File: src/rtl/mem_arb_pkg.sv
// ---------------------------------------------------------------------------
// mem_arb_pkg
// Shared definitions for the I/D memory port arbiter.
//   state_t : arbiter FSM states (IDLE, REQ, RESP)
//   OWN_I   : owner encoding for the instruction channel (also grant bit 0)
//   OWN_D   : owner encoding for the data channel (also grant bit 1)
// ---------------------------------------------------------------------------
package mem_arb_pkg;

  typedef enum logic [1:0] {
    ST_IDLE = 2'd0,
    ST_REQ  = 2'd1,
    ST_RESP = 2'd2
  } state_t;

  localparam logic OWN_I = 1'b0;
  localparam logic OWN_D = 1'b1;

endpackage

File: src/rtl/rr_arbiter2.sv
// ---------------------------------------------------------------------------
// rr_arbiter2
// Two-way round-robin arbiter. On contention the requester that did NOT win
// last time is granted; a lone requester is always granted.
//   i_req[1:0]    : request vector, bit 0 = I channel, bit 1 = D channel
//   i_last_grant  : owner granted most recently (OWN_I / OWN_D)
//   o_grant[1:0]  : one-hot grant (all zero when nobody requests)
// ---------------------------------------------------------------------------
module rr_arbiter2
  import mem_arb_pkg::*;
(
  input  logic [1:0] i_req,
  input  logic       i_last_grant,
  output logic [1:0] o_grant
);

  // Grant selection; contention resolved against the previous winner
  always_comb begin
    o_grant = 2'b00;
    case (i_req)
      2'b01:   o_grant = 2'b01;
      2'b10:   o_grant = 2'b10;
      2'b11:   o_grant = (i_last_grant == OWN_D) ? 2'b01 : 2'b10;
      default: o_grant = 2'b00;
    endcase
  end

endmodule

File: src/rtl/mem_port_arbiter.sv
// ---------------------------------------------------------------------------
// mem_port_arbiter
// Shares a single memory-controller port between the CPU instruction (I) and
// data (D) channels. One transaction outstanding at a time, round-robin on
// contention, writes complete when the controller accepts them.
// Ports:
//   clk, rst_n                 clock, asynchronous active-low reset
//   i_req_* / i_resp_*         instruction fetch request / response channel
//   d_rd, d_wr, d_addr, d_wdata, d_wstrb, d_req_ready   data request channel
//   d_resp_*                   data read response channel
//   bus_req_*, bus_addr, bus_wen, bus_wdata, bus_wstrb  controller request
//   bus_resp_*                 controller read response
//   cnt_i_grant, cnt_d_grant   grant counters per channel
//   cnt_conflict               IDLE cycles with both channels requesting
//   cnt_stall                  cycles spent in REQ or RESP
// ---------------------------------------------------------------------------
module mem_port_arbiter
  import mem_arb_pkg::*;
#(
  parameter int ADDR_W = 32,
  parameter int DATA_W = 32,
  parameter int CNT_W  = 32
) (
  input  logic                  clk,
  input  logic                  rst_n,
  input  logic                  i_req_valid,
  input  logic [ADDR_W-1:0]     i_req_addr,
  output logic                  i_req_ready,
  output logic                  i_resp_valid,
  output logic [DATA_W-1:0]     i_resp_data,
  input  logic                  i_resp_ready,
  input  logic                  d_rd,
  input  logic                  d_wr,
  input  logic [ADDR_W-1:0]     d_addr,
  input  logic [DATA_W-1:0]     d_wdata,
  input  logic [DATA_W/8-1:0]   d_wstrb,
  output logic                  d_req_ready,
  output logic                  d_resp_valid,
  output logic [DATA_W-1:0]     d_resp_data,
  input  logic                  d_resp_ready,
  output logic                  bus_req_valid,
  input  logic                  bus_req_ready,
  output logic [ADDR_W-1:0]     bus_addr,
  output logic                  bus_wen,
  output logic [DATA_W-1:0]     bus_wdata,
  output logic [DATA_W/8-1:0]   bus_wstrb,
  input  logic                  bus_resp_valid,
  input  logic [DATA_W-1:0]     bus_resp_data,
  output logic                  bus_resp_ready,
  output logic [CNT_W-1:0]      cnt_i_grant,
  output logic [CNT_W-1:0]      cnt_d_grant,
  output logic [CNT_W-1:0]      cnt_conflict,
  output logic [CNT_W-1:0]      cnt_stall
);

  localparam int STRB_W = DATA_W / 8;
  localparam logic [CNT_W-1:0] CNT_ONE = {{(CNT_W-1){1'b0}}, 1'b1};

  state_t              r_state;
  logic                r_owner;
  logic                r_last_grant;
  logic [ADDR_W-1:0]   r_addr;
  logic                r_wen;
  logic [DATA_W-1:0]   r_wdata;
  logic [STRB_W-1:0]   r_wstrb;
  logic [CNT_W-1:0]    r_cnt_i_grant;
  logic [CNT_W-1:0]    r_cnt_d_grant;
  logic [CNT_W-1:0]    r_cnt_conflict;
  logic [CNT_W-1:0]    r_cnt_stall;

  logic                w_idle;
  logic                w_d_req;
  logic [1:0]          w_req;
  logic [1:0]          w_grant;
  logic [1:0]          w_take;

  assign w_idle  = (r_state == ST_IDLE);
  assign w_d_req = d_rd | d_wr;
  assign w_req   = {w_d_req, i_req_valid};

  rr_arbiter2 u_rr_arbiter2 (
    .i_req        (w_req),
    .i_last_grant (r_last_grant),
    .o_grant      (w_grant)
  );

  // Grants only take effect while IDLE, so a new request can never be
  // accepted in the same cycle the previous one leaves the arbiter.
  assign w_take = w_idle ? w_grant : 2'b00;

  assign i_req_ready   = w_take[0];
  assign d_req_ready   = w_take[1];
  assign bus_req_valid = (r_state == ST_REQ);
  assign bus_addr      = r_addr;
  assign bus_wen       = r_wen;
  assign bus_wdata     = r_wdata;
  assign bus_wstrb     = r_wstrb;
  assign cnt_i_grant   = r_cnt_i_grant;
  assign cnt_d_grant   = r_cnt_d_grant;
  assign cnt_conflict  = r_cnt_conflict;
  assign cnt_stall     = r_cnt_stall;

  // Response steering: only the owner sees the read data handshake
  always_comb begin
    bus_resp_ready = 1'b0;
    i_resp_valid   = 1'b0;
    d_resp_valid   = 1'b0;
    i_resp_data    = {DATA_W{1'b0}};
    d_resp_data    = {DATA_W{1'b0}};
    case (r_state)
      // IDLE accepts and discards stray responses left over from an
      // abandoned transaction.
      ST_IDLE: bus_resp_ready = 1'b1;
      ST_REQ:  bus_resp_ready = 1'b0;
      ST_RESP: begin
        i_resp_data = bus_resp_data;
        d_resp_data = bus_resp_data;
        if (r_owner == OWN_D) begin
          bus_resp_ready = d_resp_ready;
          d_resp_valid   = bus_resp_valid;
        end else begin
          bus_resp_ready = i_resp_ready;
          i_resp_valid   = bus_resp_valid;
        end
      end
      default: bus_resp_ready = 1'b1;
    endcase
  end

  // FSM, grant bookkeeping and request payload capture
  always_ff @(posedge clk or negedge rst_n) begin
    if (!rst_n) begin
      r_state      <= ST_IDLE;
      r_owner      <= OWN_I;
      r_last_grant <= OWN_D;
      r_addr       <= {ADDR_W{1'b0}};
      r_wen        <= 1'b0;
      r_wdata      <= {DATA_W{1'b0}};
      r_wstrb      <= {STRB_W{1'b0}};
    end else begin
      case (r_state)
        ST_IDLE: begin
          if (w_take[1]) begin
            // A simultaneous read and write is treated as a write.
            r_owner      <= OWN_D;
            r_last_grant <= OWN_D;
            r_addr       <= d_addr;
            r_wen        <= d_wr;
            r_wdata      <= d_wr ? d_wdata : {DATA_W{1'b0}};
            r_wstrb      <= d_wr ? d_wstrb : {STRB_W{1'b0}};
            r_state      <= ST_REQ;
          end else if (w_take[0]) begin
            r_owner      <= OWN_I;
            r_last_grant <= OWN_I;
            r_addr       <= i_req_addr;
            r_wen        <= 1'b0;
            r_wdata      <= {DATA_W{1'b0}};
            r_wstrb      <= {STRB_W{1'b0}};
            r_state      <= ST_REQ;
          end else begin
            r_state      <= ST_IDLE;
          end
        end
        ST_REQ: begin
          if (bus_req_ready) begin
            // Writes are complete on acceptance; reads wait for data.
            r_state <= r_wen ? ST_IDLE : ST_RESP;
          end else begin
            r_state <= ST_REQ;
          end
        end
        ST_RESP: begin
          if (bus_resp_valid && bus_resp_ready) begin
            r_state <= ST_IDLE;
          end else begin
            r_state <= ST_RESP;
          end
        end
        default: r_state <= ST_IDLE;
      endcase
    end
  end

  // Performance counters; wrap silently
  always_ff @(posedge clk or negedge rst_n) begin
    if (!rst_n) begin
      r_cnt_i_grant  <= {CNT_W{1'b0}};
      r_cnt_d_grant  <= {CNT_W{1'b0}};
      r_cnt_conflict <= {CNT_W{1'b0}};
      r_cnt_stall    <= {CNT_W{1'b0}};
    end else begin
      if (w_take[0]) begin
        r_cnt_i_grant <= r_cnt_i_grant + CNT_ONE;
      end else begin
        r_cnt_i_grant <= r_cnt_i_grant;
      end
      if (w_take[1]) begin
        r_cnt_d_grant <= r_cnt_d_grant + CNT_ONE;
      end else begin
        r_cnt_d_grant <= r_cnt_d_grant;
      end
      if (w_idle && i_req_valid && w_d_req) begin
        r_cnt_conflict <= r_cnt_conflict + CNT_ONE;
      end else begin
        r_cnt_conflict <= r_cnt_conflict;
      end
      if (!w_idle) begin
        r_cnt_stall <= r_cnt_stall + CNT_ONE;
      end else begin
        r_cnt_stall <= r_cnt_stall;
      end
    end
  end

endmodule

File: config.mk
export PLATFORM = sky130hd
export DESIGN_NAME = mem_port_arbiter
export DESIGN_NICKNAME = d
export VERILOG_FILES = /design/src/rtl/mem_arb_pkg.sv /design/src/rtl/rr_arbiter2.sv /design/src/rtl/mem_port_arbiter.sv
export SDC_FILE = /design/constraint.sdc
export NUM_CORES = 1
export LEC_CHECK = 0
export ABC_AREA = 0
export CAP_MARGIN = 30
export CORE_AREA = 2 2 159 161
export CTS_CLUSTER_SIZE = 30
export DETAILED_ROUTE_END_ITERATION = 8
export DIE_AREA = 0 0 161 163
export MAX_ROUTING_LAYER = met4
export PLACE_DENSITY = 0.72
export SLEW_MARGIN = 15
export SYNTH_ARGS = -nofsm -noshare
export SYNTH_HDL_FRONTEND = slang
export SYNTH_HIERARCHICAL = 1
export SYNTH_SLANG_ARGS = --single-unit
File: constraint.sdc
create_clock -name clk -period 6.89 [get_ports clk]
set_clock_uncertainty 0.15 [all_clocks]
set_input_delay 1.378 -clock clk [delete_from_list [all_inputs] [get_ports clk]]
set_output_delay 1.378 -clock clk [all_outputs]
set_load 0.03 [all_outputs]
==> flow_metrics.py, run 1 <==
metrics = {
    "sta": {
        "grt_setup_unrepaired": "no",
        "tightestPinTransition_ns": 0.821,
        "report.final.setup_viol": 0,
        "fmaxAchievable_ghz": 0.180,
        "layout_worst_path_cycle_share": 0.806,
        "slew-limit-headroom": 0.452,
        "hold_viol": 0,
        "slew_violations": 0,
        "fin_tns_setup_ns": 0,
        "timing.final.crit_period_ns": 5.55,
    },
    "power_and_ir_drop": {
        "p_clk_frac": 0.251,
        "share_seq_of_total_power": 0.328,
        "max_ir_drop_vdd_mv": 0.231,
        "p_sw_frac": 0.388,
        "cell_internal_pwr_mw": 3.15,
        "total_switching_power_mw": 2.00,
        "static-leakage-power_nw": 6.17,
        "combinationalPowerShare": 0.420,
        "power_density_nw_per_um2": 360,
    },
    "place": {
        "post_dp_hpwl_um": 20900,
        "routabilityCongestion": 0.812,
        "place.port_buffers": 407,
        "place_inst": 1517,
    },
    "detailed_routing": {
        "remaining_drc_errors": 0,
        "routed-via-count": 7826,
        "detail_route.vias_per_cell": 5.02,
        "drt_pass1_iterations": 4,
        "first_iter_violations": 402,
        "route.antenna.remaining_nets": 0,
        "detail_route.wl_per_cell_um": 18.0,
        "drt-total-wl_um": 28100,
    },
    "clock_network": {
        "cts_made_buffers": 23,
        "cts-root-buf": "clkbuf_16",
        "cts.sink_count": 201,
        "worst_skew_pair.late_latency_ns": 0.52,
        "worst_setup_hold_path_clk_slew_ns": 0.06,
        "post_cts.resized_instances": 0,
        "post-cts-setup-buffers": 0,
        "cts-hold-fix-buffers": 0,
        "clock_tree.buffer_depth": 3,
        "cts-htree-levels": 1,
        "cts_tree": "yes",
    },
    "yosys": {
        "seq_area_frac_synth": 0.539,
        "synth_instances": 838,
        "synthesis.nets": 983,
        "synth_enable_flop_cells": 0,
        "synth_flop_cell": "dfrtp_1",
        "synthesis.area_um2": 9330,
        "synthDistinctLibCells": 46,
        "yosys_register_bits": 201,
        "synth-warning-count": 6,
        "synth.avg_cell_area_um2": 11.1,
        "async_flop_share": 1.00,
    },
    "hold_path": {
        "hold_path_startpoint": "cnt_i_grant[31]$_DFFE_PN0P_",
        "timing.hold.worst_endpoint": "cnt_i_grant[31]$_DFFE_PN0P_",
        "min-delay-path-class": "reg2reg",
        "worst_hold_path.num_cells": 1,
    },
    "worst_setup_path": {
        "startpoint_type": "primary input",
        "worstPathRequired_ns": 5.36,
        "reg2reg_setup_slack_ns": 4.14,
        "setup.worst_path.end_class": "output pin",
        "critical_path.reg2reg.endpoint": "cnt_i_grant[29]$_DFFE_PN0P_",
        "worst_ep_arrival_time_ns": 4.03,
        "rr_worst_depth": 6,
        "crit_path_max_fanout": 38,
        "r2r-start": "r_last_grant$_DFFE_PN1P_",
        "worstSetupPathType": "in2out",
    },
    "flow_run": {
        "maxCapViolations": 0,
    },
    "floorplan": {
        "ios": 408,
        "placementRows": 58,
        "placeableCoreArea_um2": 24700,
        "die_height_um": 163,
        "floorplan.die_area_um2": 26200,
        "floorplan.die.width_um": 161,
        "initial_core_util": 0.378,
    },
    "grt": {
        "grt_pass1_vias": 7762,
        "grt_max_degree": 85,
        "antenna_violations_before_repair": 1,
        "total_global_route_track_usage": 0.215,
        "globalRouteOverflowTotal": 0,
        "grt_pass1_wl_um": 43600,
    },
    "run_status": {
        "outcome": "complete, no violations",
    },
    "layout": {
        "multi_input_area_um2": 3890,
        "post_layout_nonfiller_instances": 1560,
        "sequential_cell_area_um2": 5030,
        "drive_above_1_share": 0.0537,
        "flow.area_growth_from_synthesis_pct": 53.2,
        "final_net_count": 1357,
        "nFillCells": 2085,
    },
}
-- worst max path at each step --
stage                     start     endpoint  cells after the start
after floorplan            d_wr  d_req_ready                      5
after global placement     d_wr  i_req_ready                      6
after detailed placement   d_wr  i_req_ready                      6
after CTS                  d_wr  i_req_ready                      6
after global routing       d_wr  i_req_ready                      6
final                      d_wr  i_req_ready                      6
-- per-layer routing --
layer,vias to the layer above,wire [um],global-route usage
li1,3672,-,-
met1,3812,11200,0.253
met2,293,13900,0.362
met3,49,2140,0.0565
met4,0,899,0.0694
met5,-,0,-
-- synth_stat cells, types with 23 or more instances --
cell type,count,area [um2]
dfrtp_1,200,5000
xnor2_1,93,815
nand2_1,73,274
nand3_1,55,275
nand4_1,41,257
and2_1,39,244
a22o_1,36,315
mux2i_1,33,330
o21ai_0,33,165
buf_4,32,240
xor2_1,31,272
and3_1,23,144
nor2_1,23,86.3
-- worst max-delay path, cell delays in order --
cell and delay [ns]:
clkdlybuf4s50_1 0.46, or2_2 0.33, a21boi_1 0.19, or3b_4 0.68
inv_1 0.23, clkdlybuf4s50_1 0.75
-- layout by cell type (no fill, tap or decap), types with 22 or more instances in the layout --
cell             count
xor2_1              31
a22o_1              36
mux2i_1             33
o21ai_0             33
clkdlybuf4s50_1    406
and3_1              23
nor2_1              22
dfrtp_1            200
nand4_1             41
clkbuf_16           23
and2_1              38
nand3_1             55
nand2_1             73
xnor2_1             93
-- sequential cells by signal, summed over array words and instances (netlist names), 2 cells and up --
register      cells
bus_addr         32
bus_wdata        32
bus_wstrb         4
cnt_conflict     32
cnt_d_grant      32
cnt_i_grant      32
cnt_stall        32
r_state           2
-- power by group through the flow --
stage          combinational [mW]  clock, mW  sequential [mW]
6_report                     2.16       1.29             1.69
5_1_grt                      2.29       1.37             1.73
4_1_cts                      2.19       1.33             1.69
3_5_place_dp                 2.19          0             1.71
3_3_place_gp                 2.16          0             1.70
2_1_floorplan               0.742          0             2.19
-- cells by family after synthesis --
group,synth area share
AO/OA/AOI/OAI,0.0590
XOR/XNOR,0.116
adder cells (fa/ha/maj),0.00537
buffers and inverters,0.0441
flip-flops,0.539
multiplexers,0.0390
AND/OR/NAND/NOR,0.197
-- stage by stage --
stage	hold slack, ns	worst slack, ns	utilization	cell area [um2]	power, mW
floorplan	0.349	2.85	-	9330	2.93
global placement	0.311	1.36	0.546	13500	3.86
detailed placement	0.313	1.29	0.547	13500	3.89
CTS	0.324	1.29	0.579	14300	5.21
global route	0.332	1.23	0.579	14300	5.40
finish	0.316	1.34	0.579	14300	5.15
-- cell type report --
type,count,area share
clock inverters,15,0.0123
inverters,6,0.00158
repair buffers,413,0.289
diodes,1,0.000175
multi-input cells,567,0.272
flip-flops and latches,201,0.352
well taps,330,0.0289
clock buffers,27,0.0441
No activity file was read; power rests on OpenSTA's default activity.
==> run 2, diff against run 1 <==
- CORE_AREA: 2 2 159 161 -> 2 2 158 160
- DIE_AREA: 0 0 161 163 -> 0 0 160 162
- PLACE_DENSITY: 0.72 -> 0.75
- clock period: 6.89 -> 4.7 ns (I/O delays scaled with it)
==> flow_metrics.py, run 2 (synthesis results as in run 1) <==
metrics = {
    "clock_network": {
        "clock_tree.buffer_depth": 3,
        "worst_setup_hold_path_clk_slew_ns": 0.05,
        "cts_made_buffers": 23,
        "cts-root-buf": "clkbuf_16",
        "post_cts.resized_instances": 0,
        "worst_skew_pair.late_latency_ns": 0.51,
        "cts.sink_count": 201,
        "cts_tree": "yes",
        "post-cts-setup-buffers": 0,
        "cts-hold-fix-buffers": 0,
        "cts-htree-levels": 1,
    },
    "run_status": {
        "outcome": "complete, no violations",
    },
    "layout": {
        "sequential_cell_area_um2": 5030,
        "multi_input_area_um2": 3890,
        "layout.cells.most_common": "clkdlybuf4s50_1",
        "top_library_cells_by_usage_in_the_layout_fill_and_taps_aside": "clkdlybuf4s50_1, dfrtp_1, xnor2_1",
        "flow.area_growth_from_synthesis_pct": 52.6,
        "nFillCells": 2035,
        "final_net_count": 1359,
        "finalCoreUtilization": 0.591,
        "drive_above_1_share": 0.0505,
    },
    "detailed_routing": {
        "detail_route.wl_per_cell_um": 17.6,
        "routed-via-count": 7848,
        "drt-total-wl_um": 27400,
        "drt_pass1_iterations": 4,
        "first_iter_violations": 438,
        "detail_route.vias_per_cell": 5.05,
        "route.antenna.remaining_nets": 0,
        "remaining_drc_errors": 0,
    },
    "floorplan": {
        "floorplan.die_area_um2": 25900,
        "placeableCoreArea_um2": 24100,
        "die_height_um": 162,
        "ios": 408,
        "placementRows": 57,
        "floorplan.die.width_um": 160,
        "initial_core_util": 0.387,
    },
    "power_and_ir_drop": {
        "combinationalPowerShare": 0.427,
        "power_density_nw_per_um2": 520,
        "max_ir_drop_vdd_mv": 0.361,
        "static-leakage-power_nw": 6.14,
        "share_seq_of_total_power": 0.338,
        "p_sw_frac": 0.388,
        "total_switching_power_mw": 2.87,
        "p_clk_frac": 0.235,
        "cell_internal_pwr_mw": 4.53,
    },
    "place": {
        "place.port_buffers": 407,
        "routabilityCongestion": 0.881,
        "post_dp_hpwl_um": 20300,
    },
    "sta": {
        "slew-limit-headroom": 0.439,
        "timing.final.crit_period_ns": 4.00,
        "tightestPinTransition_ns": 0.842,
        "slew_violations": 0,
        "hold_viol": 0,
        "report.final.setup_viol": 0,
        "fin_tns_setup_ns": 0,
        "grt_setup_unrepaired": "no",
        "layout_worst_path_cycle_share": 0.851,
        "fmaxAchievable_ghz": 0.250,
    },
    "grt": {
        "grt_pass1_vias": 7870,
        "globalRouteOverflowTotal": 0,
        "antenna_violations_before_repair": 1,
        "total_global_route_track_usage": 0.211,
        "grt_max_degree": 98,
        "grt_pass1_wl_um": 43000,
    },
    "worst_setup_path": {
        "cp_delay_by_family_top": "buffers and inverters",
        "worstSetupPathType": "in2out",
        "worstPathRequired_ns": 3.61,
        "worst_ep_arrival_time_ns": 2.91,
        "crit_path_cell_trace": "clkdlybuf4s50_1 > or2_2 > a21boi_1 > or3b_4 > inv_1 > buf_4",
        "startpoint_type": "primary input",
        "crit_path_max_fanout": 5,
        "timing.critical_path.buf_inv": 3,
        "critPathSlowestCell": "or3b_4",
        "timing.critical_path.slowest_cell_delay_ns": 0.49,
        "setup.worst_path.end_class": "output pin",
    },
    "hold_path": {
        "min-delay-path-class": "in2async",
    },
    "flow_run": {
        "maxCapViolations": 0,
    },
}
-- run 2: stage by stage --
| step | setup WS, ns | hold slack, ns | cell area, um2 | std cells | total power, mW |
|---|---|---|---|---|---|
| 4_1_cts | 0.671 | 0.323 | 14200 | 1552 | 7.50 |
| 3_5_place_dp | 0.669 | 0.315 | 13500 | 1513 | 5.71 |
| 5_1_grt | 0.548 | 0.332 | 14200 | 1553 | 7.78 |
| 3_3_place_gp | 0.689 | 0.312 | 13500 | 1513 | 5.67 |
| 2_1_floorplan | 1.53 | 0.349 | 9330 | 838 | 4.30 |
| 6_report | 0.702 | 0.321 | 14200 | 1553 | 7.41 |
-- run 2: layout make-up --
type / instances / area share
clock buffer: 33 / 0.0473
inverter: 6 / 0.00158
tap: 324 / 0.0285
clock inverter: 6 / 0.00457
sequential: 201 / 0.353
multi-input combinational: 567 / 0.273
timing repair buffer: 415 / 0.291
antenna: 1 / 0.000176
-- run 2: metal layers --
metal | up-vias | global-route usage | part of all wire
met1 | 3833 | 0.270 | 0.43
met4 | 0 | 0.0397 | 0.013
met5 | - | - | 0
met3 | 32 | 0.0562 | 0.080
li1 | 3678 | - | -
met2 | 305 | 0.344 | 0.48
-- run 2: worst paths after layout --
path	start	end	slack (ns)	cells after the start
hold / removal	rst_n	cnt_stall[30]$_DFFE_PN0P_	0.32	1
max in group asynchronous	rst_n	cnt_conflict[21]$_DFFE_PN0P_	3.14	2
hold reg to reg	cnt_d_grant[31]$_DFFE_PN0N_	cnt_d_grant[31]$_DFFE_PN0N_	0.32	1
setup reg to reg	r_state[1]$_DFF_PN0_	bus_wdata[21]$_DFFE_PN0P_	1.72	6
min in group clk	cnt_d_grant[31]$_DFFE_PN0N_	cnt_d_grant[31]$_DFFE_PN0N_	0.32	1
setup / recovery	d_wr	i_req_ready	0.70	6
-- run 2: worst reg2reg max path, stage by stage (launching register included) --
cell	delay [ns]
dfrtp_1	0.56
nor2_1	0.64
and2_2	0.33
buf_4	0.53
nor2_2	0.06
buf_4	0.28
a22o_1	0.31
-- run 2: power by group through the flow --
stage | clock network, mW | logic [mW] | registers [mW]
final | 1.74 | 3.16 | 2.51
after global routing | 1.86 | 3.35 | 2.56
after CTS | 1.79 | 3.20 | 2.51
after detailed placement | 0 | 3.19 | 2.52
after global placement | 0 | 3.15 | 2.52
after floorplan | 0 | 1.09 | 3.21
==> patch 1 (flow settings as in run 2) <==
The 3 states of `state_t` get a one-hot encoding in 3 bits.
--- a/src/rtl/mem_arb_pkg.sv
+++ b/src/rtl/mem_arb_pkg.sv
@@ -8,8 +8,8 @@
 package mem_arb_pkg;
 
-  typedef enum logic [1:0] {
-    ST_IDLE = 2'd0,
-    ST_REQ  = 2'd1,
-    ST_RESP = 2'd2
+  typedef enum logic [2:0] {
+    ST_IDLE = 3'b001,
+    ST_REQ  = 3'b010,
+    ST_RESP = 3'b100
   } state_t;
 
Check against the original RTL: no difference found for any inputs over 4 cycles, from zero or initial values and one cycle with rst_n low; so few cycles prove little.
==> patch 1 against run 2 <==
  * Wire length rose by 4.1%
  * Non-clock buffer count rose by 2
  * Total power fell by 2.2%
  * Core utilization fell by 0.31 points
  * Count of clock-buffer cells in the layout fell by 2
  * Setup slack improved by 40 ps
  * Combinational power fell by 6.3%
  * Global-route usage rose by 1.0 points
  * Area after synthesis fell by 2.2%
  * Sequential cell count rose by 1
  * Final area fell by 0.53%
==> patch 1: results (changes against run 2) <==
- The number of fill cells in the layout is 2042 (was 2035).
* Share of post-route cells with drive strength above 1: 5.785% (was 5.049%)
* Pre-CTS WS: 613.7 ps (was 668.5 ps)
- The shortest clock period the worst path allows after layout came to 3957 ps (was 3998 ps).
- The average via count per standard cell was 4.879 (was 5.053).
- Synth top area cells: sky130_fd_sc_hd__dfrtp_1 55%, sky130_fd_sc_hd__xnor2_1 8.4%, sky130_fd_sc_hd__nand2_1 3.7%, sky130_fd_sc_hd__mux2i_1 3.6%, sky130_fd_sc_hd__a22o_1 3.5% (was sky130_fd_sc_hd__dfrtp_1 54%, sky130_fd_sc_hd__xnor2_1 8.7%, sky130_fd_sc_hd__mux2i_1 3.5%, sky130_fd_sc_hd__a22o_1 3.4%, sky130_fd_sc_hd__nand3_1 3.0%).
* Number of diodes added for antenna fixing: 6 (was 1)
- Clk_buf instances: 31 (was 33)
- The synthesized net count is 955 (was 983).
- The post-layout utilization of the core came to 58.76% (was 59.07%).
* HPWL after detailed placement: 21.53 mm (was 20.35 mm)
- The flip-flop and latch area came to 0.005057 sq mm (was 0.005031 sq mm).
- IR drop worst, VDD: 0.0003878 V (was 0.0003611 V)
- The final hold slack came to 211.5 ps (was 320.5 ps).
- The number of standard cells after synthesis was 810 (was 838).
- Status: finished clean (unchanged).
- Multiplexer area fraction after synthesis: 3.991% (was 3.903%)
- Total number of clock tree sinks: 202 (was 201)
- The via count of the first global-routing pass came to 7514 (was 7870).
* Clock buffer and inverter area fraction after layout: 5.283% (was 5.185%)
- Non-clock buffer instance count of the final layout: 417 (was 415)
- Data-path buffer share of cell area in the final layout: 29.62% (was 29.13%)
* Cell area power density: 511.6 mW/mm^2 (was 520.3 mW/mm^2)
- The post-synthesis sequential area ratio was 55.43% (was 53.94%).
- Detailed Route WL: 28.49 mm (was 27.37 mm)
* First-pass DRT Iterations: 6 (was 4)
* Slew Limit Headroom: 44.83% (was 43.85%)
* Overall Global Routing Usage: 22.14% (was 21.14%)
- Largest stage delay, worst path: 680 ps (was 490 ps)
* Share of cell area taken by multi-input logic gates: 26.10% (was 27.33%)
- Drt initial violations: 373 (was 438)
* Switching power total: 2.767 mW (was 2.873 mW)
- Cell types with the highest counts after synthesis: 200 x sky130_fd_sc_hd__dfrtp_1, 89 x sky130_fd_sc_hd__nand2_1, 88 x sky130_fd_sc_hd__xnor2_1 (was 200 x sky130_fd_sc_hd__dfrtp_1, 93 x sky130_fd_sc_hd__xnor2_1, 73 x sky130_fd_sc_hd__nand2_1).
- The standard cell area after detailed placement was 0.01337 sq mm (was 0.01350 sq mm).
- Post-synthesis compound-gate area fraction: 6.048% (was 5.902%)
- The number of placed cells counting well taps came to 1493 (was 1513).
* FF-to-FF Start: r_last_grant$_DFFE_PN1P_ (was r_state[1]$_DFF_PN0_)
* Initial antenna violation count: 5 (was 1)
* Detailed-route wire length per cell: 18.50 um (was 17.62 um)
patch 1: cell types whose count changed in the layout (fill, tap and decap cells not counted), moves of 6 or more:
cell	before	now
sky130_fd_sc_hd__nand2_1	73	89
sky130_fd_sc_hd__nand3_1	55	42
sky130_fd_sc_hd__nand4_1	41	32
sky130_fd_sc_hd__nor3_1	18	10
sky130_fd_sc_hd__and4_1	18	11
sky130_fd_sc_hd__and3_1	23	17
sky130_fd_sc_hd__nand4b_1	6	0
patch 1: worst max-delay path by stage:
stage	depth (start not counted)	end	startpoint
floorplan	6	d_req_ready	d_wr
global placement	6	i_req_ready	d_wr
detailed placement	8	cnt_d_grant[17]$_DFFE_PN0P_	d_wr
CTS	6	i_req_ready	d_wr
global route	6	d_req_ready	d_wr
finish	6	i_req_ready	d_wr
patch 1: layer usage:
metal	up-vias	global-route usage [%]	part of all wire, %	routed length [um]
met3	29	6.844	8.7	2471
met2	284	34.75	48	13680
met5	-	-	0	0
met4	0	5.201	1.7	474
met1	3647	28.32	42	11860
li1	3554	-	-	-
==> patch 2 (settings of run 2) <==
Made on the original files. The parameter `DATA_W` goes from 32 to 28.
--- a/src/rtl/mem_port_arbiter.sv
+++ b/src/rtl/mem_port_arbiter.sv
@@ -19,5 +19,5 @@
 #(
   parameter int ADDR_W = 32,
-  parameter int DATA_W = 32,
+  parameter int DATA_W = 28,
   parameter int CNT_W  = 32
 ) (
Ports: changed (7 resized); port bits go from 408 to 386. No check against the original RTL was run, so the function may have changed too.
==> patch 2 against run 2 <==
  * Wire length decreased by 0.72%
  * Total power is 4.8% lower
  * Critical path depth unchanged
  * Setup slack got worse by 120 ps
  * Area after synthesis down 3.2%
  * Fmax shrank 2.9%
  * Final area decreased by 4.0%
  * Sequential cell count shrank 5
==> patch 2: results (changes against run 2) <==
* Status: finished clean (unchanged)
- Total number of vias: 7543 (was 7848)
- Net count of the mapped netlist: 967 (was 983)
- The routability congestion estimate from global placement came to 0.8735 (was 0.8811).
* Post-synthesis compound-gate area fraction: 5.624% (was 5.902%)
- Number of nets in the final layout: 1324 (was 1359)
- The longest individual stage delay on the worst path was 620 ps (was 490 ps).
* Multiplexer area fraction after synthesis: 4.031% (was 3.903%)
* Cell area after placement: 0.01307 sq mm (was 0.01350 sq mm)
- Overall Global Routing Usage: 21.31% (was 21.14%)
- Top fanout value on the critical path: 10 (was 5)
- Flop2flop setup slack: 1780 ps (was 1720 ps)
* Post-synthesis share of cell area spent on xor and xnor gates: 12.02% (was 11.64%)
- The post-synthesis average cell area was 10.87 sq um (was 11.13 sq um).
- Synth top area cells: sky130_fd_sc_hd__dfrtp_1 54%, sky130_fd_sc_hd__xnor2_1 6.6%, sky130_fd_sc_hd__xor2_1 5.4%, sky130_fd_sc_hd__mux2i_1 3.7%, sky130_fd_sc_hd__nand2_1 3.6% (was sky130_fd_sc_hd__dfrtp_1 54%, sky130_fd_sc_hd__xnor2_1 8.7%, sky130_fd_sc_hd__mux2i_1 3.5%, sky130_fd_sc_hd__a22o_1 3.4%, sky130_fd_sc_hd__nand3_1 3.0%).
- HPWL after detailed placement: 20.61 mm (was 20.35 mm)
* Number of diodes added for antenna fixing: 0 (was 1)
* Depth of the CTS H-tree: 4 (was 1)
- Adder-Cell Fraction of Synth Area: 0.5541% (was 0.5366%)
* Switching Fraction: 40.70% (was 38.78%)
* Post-synth cell types: 43 (was 46)
* Largest net degree at the start of global routing: 112 (was 98)
- The number of buffers inserted by port buffering is 385 (was 407).
- The leakage component of the power was 5.955 nW (was 6.138 nW).
* Cell types with the highest counts after synthesis: 195 x sky130_fd_sc_hd__dfrtp_1, 86 x sky130_fd_sc_hd__nand2_1, 68 x sky130_fd_sc_hd__xnor2_1 (was 200 x sky130_fd_sc_hd__dfrtp_1, 93 x sky130_fd_sc_hd__xnor2_1, 73 x sky130_fd_sc_hd__nand2_1)
* Slowest cell on the critical path: sky130_fd_sc_hd__or3b_2 (was sky130_fd_sc_hd__or3b_4)
* Clock transition time at the flip-flop clock pins of the worst setup and hold paths: 70 ps (was 50 ps)
- The routing usage on met1 is 25.43% (was 27.00%).
* Slew Limit Headroom: 47.76% (was 43.85%)
==> patch 2: layer usage <==
| metal | up-vias | wire length, um |
|---|---|---|
| met2 | 315 | 13540 |
| met4 | 0 | 635 |
| met1 | 3611 | 11120 |
| li1 | 3583 | - |
| met5 | - | 0 |
| met3 | 34 | 1873 |
==> patch 2: cell families after synthesis <==
kind of cell	Yosys count
and+or+nand+nor	317
DFF	196
xor gates and xnor gates	124
buffers and inverters	80
AOI/OAI and AO/OA	74
muxes	36
adders and majority gates	4
==> patch 2: final cells by class <==
cell class	instances	area, sq um
Tap cell	324	405.4
Multi-Input combinational cell	555	3715
Clock inverter	13	141.4
Clock buffer	18	439.2
Inverter	17	63.81
Fill cell	2104	10430
Timing Repair Buffer	401	4005
Sequential cell	196	4906
==> patch 2: power groups by stage <==
stage / combinational (mW) / clock [mW] / sequential (mW)
final: 3.15 / 1.45 / 2.45
after floorplan: 1.04 / 0 / 3.17
after detailed placement: 3.18 / 0 / 2.47
after CTS: 3.18 / 1.48 / 2.45
after global placement: 3.14 / 0 / 2.47
after global routing: 3.33 / 1.56 / 2.51
==> patch 2: worst paths after layout <==
kind,end,depth (start not counted),startpoint
worst min-delay path,bus_addr[30]$_DFFE_PN0P_,1,rst_n
worst max register to register,cnt_i_grant[28]$_DFFE_PN0P_,6,r_last_grant$_DFFE_PN1P_
worst min register to register,cnt_i_grant[31]$_DFFE_PN0P_,1,cnt_i_grant[31]$_DFFE_PN0P_
max in group asynchronous,cnt_stall[1]$_DFFE_PN0P_,3,rst_n
min in group clk,cnt_i_grant[31]$_DFFE_PN0P_,1,cnt_i_grant[31]$_DFFE_PN0P_
worst max-delay path,i_req_ready,6,d_rd
==> patch 2: metrics by stage <==
step           power, mW  worst slack (ps)  hold WS, ps
5_1_grt            7.397             447.4        205.8
6_report           7.055             581.6        222.7
4_1_cts            7.119             514.3        326.0
3_3_place_gp       5.609             557.3        310.3
2_1_floorplan      4.209              1488        348.9
3_5_place_dp       5.648             508.9        316.4
==> patch 2: critical path, delay by kind of cell <==
| kind | cells | cell delay (ps) |
|---|---|---|
| AND/OR/NAND/NOR | 2 | 920 |
| buffers and inverters | 3 | 850 |
| AO/OA/AOI/OAI | 1 | 310 |
